$ cat src/rtl/truth_table_sweeper_pkg.sv
// Shared definitions for the truth-table sweeper: FSM encoding, golden table and table geometry.
package truth_table_sweeper_pkg;

  typedef enum logic [1:0] {
    IDLE    = 2'd0,
    SETTLE  = 2'd1,
    CAPTURE = 2'd2,
    DONE    = 2'd3
  } state_t;

  localparam logic [15:0] DEFAULT_MASK = 16'hDF03;
  localparam int unsigned VEC_W       = 4;
  localparam int unsigned TABLE_DEPTH = 16;

endpackage

$ cat src/rtl/truth_table_sweeper_settle_timer.sv
// Loadable down-counter; reports zero and parks there until reloaded.
module settle_timer #(
  parameter int unsigned WIDTH = 1
) (
  input  logic             clk,
  input  logic             rst_n,
  input  logic             load,
  input  logic [WIDTH-1:0] load_val,
  output logic             zero
);

  logic [WIDTH-1:0] count;

  always_ff @(posedge clk) begin
    if (!rst_n) begin
      count <= '0;
    end else if (load) begin
      count <= load_val;
    end else if (count != '0) begin
      count <= count - WIDTH'(1);
    end
  end

  assign zero = (count == '0);

endmodule

$ cat src/rtl/truth_table_sweeper.sv
// Drives vectors 0..15 onto a 4-input datapath, samples F after a settle interval and
// compares the observed truth table against a golden minterm mask.
module truth_table_sweeper
  import truth_table_sweeper_pkg::*;
#(
  parameter int unsigned            SETTLE_CYCLES = 1,
  parameter logic [TABLE_DEPTH-1:0] EXPECTED_MASK = DEFAULT_MASK
) (
  input  logic                         clk,
  input  logic                         rst_n,
  input  logic                         start,
  input  logic                         abort,
  input  logic                         f_in,
  output logic [VEC_W-1:0]             vec_out,
  output logic                         busy,
  output logic                         done,
  output logic [TABLE_DEPTH-1:0]       table_out,
  output logic [$clog2(TABLE_DEPTH):0] mismatch_count,
  output logic [VEC_W-1:0]             first_fail,
  output logic                         first_fail_valid,
  output logic                         pass
);

  localparam int unsigned CNT_W = (SETTLE_CYCLES > 1) ? $clog2(SETTLE_CYCLES) : 1;
  localparam int unsigned MC_W  = $clog2(TABLE_DEPTH) + 1;
  localparam logic [CNT_W-1:0] RELOAD   = CNT_W'(SETTLE_CYCLES - 1);
  localparam logic [VEC_W-1:0] LAST_VEC = VEC_W'(TABLE_DEPTH - 1);

  state_t state, state_next;

  logic            timer_load;
  logic            timer_zero;
  logic            last_vec;
  logic            sample_miss;
  logic            clear_results;
  logic [MC_W-1:0] mismatch_next;

  settle_timer #(
    .WIDTH(CNT_W)
  ) u_settle_timer (
    .clk      (clk),
    .rst_n    (rst_n),
    .load     (timer_load),
    .load_val (RELOAD),
    .zero     (timer_zero)
  );

  assign busy          = (state == SETTLE) || (state == CAPTURE);
  assign done          = (state == DONE);
  assign last_vec      = (vec_out == LAST_VEC);
  assign sample_miss   = (f_in != EXPECTED_MASK[vec_out]);
  assign mismatch_next = mismatch_count + MC_W'(sample_miss);
  // start in IDLE wins over abort; abort only matters while a sweep is running
  assign clear_results = ((state == IDLE) && start) || (busy && abort);

  always_ff @(posedge clk) begin
    if (!rst_n) begin
      state <= IDLE;
    end else begin
      state <= state_next;
    end
  end

  always_comb begin
    state_next = state;
    timer_load = 1'b0;
    case (state)
      IDLE: begin
        if (start) begin
          state_next = SETTLE;
          timer_load = 1'b1;
        end
      end
      SETTLE: begin
        if (abort) begin
          state_next = IDLE;
        end else if (timer_zero) begin
          state_next = CAPTURE;
        end
      end
      CAPTURE: begin
        if (abort) begin
          state_next = IDLE;
        end else if (last_vec) begin
          state_next = DONE;
        end else begin
          state_next = SETTLE;
          timer_load = 1'b1;
        end
      end
      DONE:    state_next = IDLE;
      default: state_next = IDLE;
    endcase
  end

  always_ff @(posedge clk) begin
    if (!rst_n) begin
      vec_out          <= '0;
      table_out        <= '0;
      mismatch_count   <= '0;
      first_fail       <= '0;
      first_fail_valid <= 1'b0;
      pass             <= 1'b0;
    end else if (clear_results) begin
      vec_out          <= '0;
      table_out        <= '0;
      mismatch_count   <= '0;
      first_fail       <= '0;
      first_fail_valid <= 1'b0;
      pass             <= 1'b0;
    end else if (state == CAPTURE) begin
      table_out[vec_out] <= f_in;
      if (sample_miss) begin
        mismatch_count <= mismatch_next;
        if (!first_fail_valid) begin
          first_fail       <= vec_out;
          first_fail_valid <= 1'b1;
        end
      end
      if (last_vec) begin
        pass <= (mismatch_next == '0);
      end else begin
        vec_out <= vec_out + VEC_W'(1);
      end
    end
  end

endmodule
$ cat config.mk
export PLATFORM = sky130hd
export DESIGN_NAME = truth_table_sweeper
export DESIGN_NICKNAME = d
export VERILOG_FILES = /design/src/rtl/truth_table_sweeper_pkg.sv /design/src/rtl/truth_table_sweeper_settle_timer.sv /design/src/rtl/truth_table_sweeper.sv
export SDC_FILE = /design/constraint.sdc
export NUM_CORES = 1
export LEC_CHECK = 0
export ABC_AREA = 1
export CORE_MARGIN = 5
export CORE_UTILIZATION = 45
export CTS_CLUSTER_DIAMETER = 40
export CTS_CLUSTER_SIZE = 25
export DETAILED_ROUTE_END_ITERATION = 12
export PLACE_DENSITY = 0.72
export SLEW_MARGIN = 10
export SYNTH_ARGS = -nofsm -noshare
export SYNTH_HDL_FRONTEND = slang
export SYNTH_SLANG_ARGS = --single-unit
$ cat constraint.sdc
create_clock -name clk -period 3.2 [get_ports clk]
set_clock_uncertainty 0.15 [all_clocks]
set_input_delay 0.32 -clock clk [delete_from_list [all_inputs] [get_ports clk]]
set_output_delay 0.32 -clock clk [all_outputs]
set_load 0.03 [all_outputs]
Word level (Yosys, flattened, before mapping)
Memory sizes are Yosys's and may differ from the RTL's. A register that Yosys moved wholly into a read port is not among the register bits.
Index checks and enable logic that the tools add are counted.

storage, ports and cells
  flip-flop bits (word level) = 34
  ROM bits = 16
  bits of input ports = 5
  output and inout bits = 33
  memories = 1

memory list
  memory            words  bits a word  rd ports  clocked after memory_dff  wr ports  line                       source
  (name not given)  16     1            1         1                         0         truth_table_sweeper.sv:51  assign sample_miss = (f_in != EXPECTED_MASK[vec_out]);

operators by class
  $add $sub $neg = 3
  order comparisons = 2
  equality and inequality tests = 7
  multiplexer cells = 16
  bitwise logic cells = 4
  reduce and logical (&&, ||, !) cells = 14

operator list
  cell                 count
  $bwmux 16            1
  $mux 2               5
  $mux 4               2
  $pmux 2 s4           1
  $reduce_and 2->1     4
  $add 5x1->5          1
  $logic_not 5->1      1
  $lt 4x5->1 const B   1
  $mux 1               5
  $add 4x1->4 const B  1
  $demux 1 s4          1
  $eq 2x2->1 const B   2
  $eq 4x4->1 const B   1
  $ge 4x1->1 const B   1
  $not 1->1            4
  $logic_and 1x1->1    3
  $ne 3x3->1 const B   1
  $reduce_and 3->1     1
  $reduce_or 3->1      1
  $eq 2x1->1 const B   1
  $logic_not 2->1      1
  $logic_or 1x1->1     2
  $ne 2x2->1 const B   1
  $pmux 1 s2           1
  3 further kinds      3

Depth between registers and ports, before layout
  depth in word-level cells = 6
  depth in mapped cells = 12
  gate-level depth less buffers = 12

Hierarchy
Synthesis repeated with hierarchy kept, for this count alone.

unflattened totals
  cell total of the unflattened synthesis = 247
  area total of the unflattened synthesis = 1778.0 um2

by module, submodules not included
  module               instances  cells each  area an instance (um2)
  truth_table_sweeper  1          242         1740.4
  settle_timer         1          5           37.5

Worst setup path after synthesis
No wires, ideal clock.

  path type = register to register
  from = reg state[0]
  to = reg (tool-made name)
  library setup time = 0.114 ns
  arrival = 1.580 ns
  required time = 2.936 ns
  setup slack = 1.355 ns
  stages on the path, launching flop included = 10
  period minus slack after synthesis = 1.845 ns
  path through = dfxtp_1 -> inv_1 -> ha_1 -> nand2_1 -> nand3_1 -> inv_2 -> buf_2 -> o21ai_0 -> o21ai_1 -> nand2_1

RTL lines
  what                    line                       source
  from (decl)             truth_table_sweeper.sv:29  state_t state, state_next;
  from (signal assigned)  truth_table_sweeper.sv:60  state <= state_next;

Final worst setup path
  from = in f_in
  to = reg pass

between the ends
  word-level cells in the longest chain between the ends = 3

RTL lines
  what                  line                        source
  from (decl)           truth_table_sweeper.sv:13   input logic f_in,
  $ne 1x1->1            truth_table_sweeper.sv:51
  $add 5x1->5           truth_table_sweeper.sv:52   assign mismatch_next = mismatch_count + MC_W'(sample_miss);
  net mismatch_next[1]  truth_table_sweeper.sv:36   logic [MC_W-1:0] mismatch_next;
  $logic_not 5->1       truth_table_sweeper.sv:121  pass <= (mismatch_next == '0);
  to (signal assigned)  truth_table_sweeper.sv:121
  to (decl)             truth_table_sweeper.sv:21   output logic pass

The timed path passes the listed nets, and every way through them passes these cells.
A chain may end at the register's enable or synchronous reset.

==> key figures <==
Global routing
  – Vias in the first global route: 1530
  – GRT met2 Usage: 28.21%
  – Initial antenna violation count: 0
  – Busiest grt layer: met2
  – M1 GR Usage: 19.48%
  – Met3 Use GR: 3.463%
  – Largest net degree at the start of global routing: 23
  – GR Util All Layers: 16.22%
  – Total grt overflow: 0
  – Global-route wire length before repair: 6.741 mm

Finish
  – Area growth from synthesis to layout: 28.45%
  – Multi-input gate area: 900.9 µm²
  – Share of layout cells above drive strength 1: 9.353%
  – Number of diodes: 0
  – Layout Cells excl Fill: 326
  – Design Area, Final: 2248 µm²
  – Storage element area: 700.7 µm²
  – Final layout net count: 294
  – Fill cells: 364

Setup path
  – R2R Setup Slk: 1.12 ns
  – WP depth: 12
  – CP Capture Type: register
  – Max FO, Critical Path: 13
  – Worst Path Arrival: 2.32 ns
  – CP endpoint: pass
  – CP peak stage delay: 0.51 ns
  – Worst setup path class: input port to register
  – Critical-path cell list: clkdlybuf4s50_1 > inv_2 > nand2_2 > nand2_4 > inv_1 > ha_1 > ha_1 > nor2_1 > nand3_1 > nor2_1 > nand3_1 > a21oi_1
  – Family with the most delay on the worst path: buffers and inverters
  – Critical path startpoint: f_in
  – Crit path buf inv count: 3
  – FF-to-FF path depth: 11
  – Critical Path RT: 3.27 ns
  – Worst r2r src: state[0]
  – Slowest cell on the critical path: clkdlybuf4s50_1
  – CP Launch Type: input port

Synth
  – Yosys warns: 0
  – Main synth FF type: dfxtp_1
  – Syn Inst Count: 239
  – Synthesized area: 1750 µm²
  – Post-synth ARST share: 0%
  – Area share of the largest cell type after synthesis: 40.03%
  – Syn nets: 256
  – Most common cell in the synthesized netlist: nand2_1
  – Yosys reg bits: 35
  – Post-synth EDFFs: 0
  – Largest cells by area after synthesis: dfxtp_1 40%, nand2_1 9.9%, ha_1 8.6%
  – Top cells by count, synth: 46 x nand2_1, 35 x dfxtp_1, 29 x nor2_1
  – Synthesized area per cell: 7.324 µm²
  – Cell taking the most area after synthesis: dfxtp_1
  – Post-synth cell types: 28
  – Register area share after synthesis: 40.03%

Clocking
  – H-tree depth: 2
  – Clock transition at path regs: 0.07 ns
  – Root buffer cell: clkbuf_8
  – CTS resizes: 0
  – Total clock sinks: 35
  – CTS Buf Count: 5
  – CTS tree: done
  – Post-cts hold buffer count: 0
  – Post-CTS Setup Repair Bufs: 0
  – Clock Latency Late Sink: 0.29 ns
  – CTS Buffer Depth: 2

STA
  – Fmax: 444.2 MHz
  – Setup slack after layout: 0.9489 ns
  – Setup TNS: 0 ns
  – Period utilization: 70.35%
  – Final max-slew violation count: 0
  – Final setup fails: 0
  – Min Tclk post-route: 2.251 ns
  – RSZ-0062 raised after global routing: no
  – Hold Fails Final Rpt: 0

Drt
  – DR pass1 iterations: 4
  – DRT Wirelength: 3.926 mm
  – First-iteration detailed-routing DRC count: 68
  – # DRC: 0
  – Vias: 1623
  – Drt via density: 4.979
  – DRT antenna net count: 0
  – DR WL/cell: 12.04 µm

Power
  – Worst VDD drop: 259.4 µV
  – Combinational power share: 8.9%
  – Switch Pwr: 0.2108 mW
  – Pleak: 0.9118 nW
  – Internal: 0.6416 mW
  – Part of the power in the clock network: 39.1%
  – Sequential share of power: 52.0%
  – Power Density: 379.1 nW/µm²
  – Sw Ratio: 24.73%

Job
  – Max cap viols: 0

Floorplan
  – Die X: 72.37 µm
  – Die Height: 72.37 µm
  – Initial Util: 47.10%
  – Number of cell rows: 22
  – CORE AREA: 3716 µm²
  – # IOs: 38
  – Full die area: 5237 µm²

Placement
  – Routability cong.: 0.9174
  – Pre-CTS setup slack: 0.6485 ns
  – Inst Count DP: 318
  – Post-DP Area: 2153 µm²
  – Final HPWL DP: 2.886 mm
  – I/O Buffers: 37

Min path
  – WHS Path Cells: 2
  – Worst min path class: register to register

Run status
  – Status: finished clean
worst min path at each step:
stage	startpoint	endpoint	slack, ns
6_report	table_out[0]	table_out[0]	0.31
3_5_place_dp	table_out[0]	table_out[0]	0.30
2_1_floorplan	rst_n	state[1]	0.29
4_1_cts	table_out[0]	table_out[0]	0.31
5_1_grt	table_out[0]	table_out[0]	0.33
3_3_place_gp	table_out[2]	table_out[2]	0.30
cell usage in the layout (no fill, tap or decap):
master | netlist | layout
a21oi_1 | 25 | 25
a21oi_2 | 4 | 4
dfxtp_1 | 35 | 35
clkdlybuf4s50_1 | 0 | 37
inv_1 | 22 | 22
o21a_1 | 1 | 1
nor2_8 | 1 | 1
nand2_1 | 46 | 46
nand2_2 | 1 | 1
nor2_2 | 1 | 1
nand3_2 | 1 | 1
clkbuf_8 | 0 | 6
o21ai_0 | 19 | 19
ha_1 | 12 | 12
inv_2 | 7 | 7
clkbuf_1 | 1 | 1
nand3b_1 | 1 | 1
o21ai_1 | 2 | 2
nand2_4 | 2 | 2
buf_4 | 1 | 1
clkinv_2 | 1 | 1
o21bai_1 | 1 | 1
nand3_1 | 13 | 13
nand4_1 | 5 | 5
a211oi_1 | 1 | 1
clkinv_4 | 0 | 1
nor2_1 | 29 | 29
conb_1 | 1 | 1
xor2_1 | 1 | 1
layer usage:
layer  vias to the layer above  wire (µm)
met3                         9        167
met4                         0         66
li1                        845          -
met5                         -          0
met2                        34       1893
met1                       735       1798
flip-flops by register name (all words and copies together) (netlist names), named ones only:
| signal | flops |
|---|---|
| first_fail | 4 |
| first_fail_valid | 1 |
| mismatch_count | 5 |
| pass | 1 |
| state | 2 |
| table_out | 16 |
| u_settle_timer.count | 1 |
| vec_out | 4 |
tightest hold or removal path: stages, from the launching register on:
cell	delay, ns
dfxtp_1	0.31
nand2_1	0.06
a21oi_1	0.05
stage by stage:
step,hold slack [ns],power [mW],utilization [%]
after CTS,0.3135,0.8614,60.51
after detailed placement,0.3023,0.5281,57.95
after floorplan,0.2875,0.5058,-
after global placement,0.2977,0.5276,57.95
final,0.3113,0.8525,60.51
after global routing,0.3312,0.8861,60.51
power by group through the flow:
stage / logic (mW) / registers (mW) / clock network, mW
6_report: 0.0757 / 0.443 / 0.334
5_1_grt: 0.0850 / 0.444 / 0.358
4_1_cts: 0.0757 / 0.443 / 0.343
3_5_place_dp: 0.0752 / 0.453 / 0
3_3_place_gp: 0.0746 / 0.453 / 0
2_1_floorplan: 0.0522 / 0.454 / 0
kinds of logic after synthesis:
logic type / Yosys count / share of synthesized area [%]
flip-flops: 35 / 40.03
adder cells (fa/ha/maj): 12 / 8.577
AO/OA/AOI/OAI: 53 / 16.44
AND/OR/NAND/NOR: 100 / 25.73
XOR/XNOR: 1 / 0.5004
other: 1 / 0.2142
buffers and inverters: 37 / 8.506
final cells by class:
class                      instances  area share [%]
clock buffer                       7           3.840
clock inverter                     1          0.3895
inverter                          30           5.064
multi-input combinational        167           40.07
sequential                        35           31.16
tap                               48           2.671
timing repair buffer              38           16.81
No activity file was read; power rests on OpenSTA's default activity.
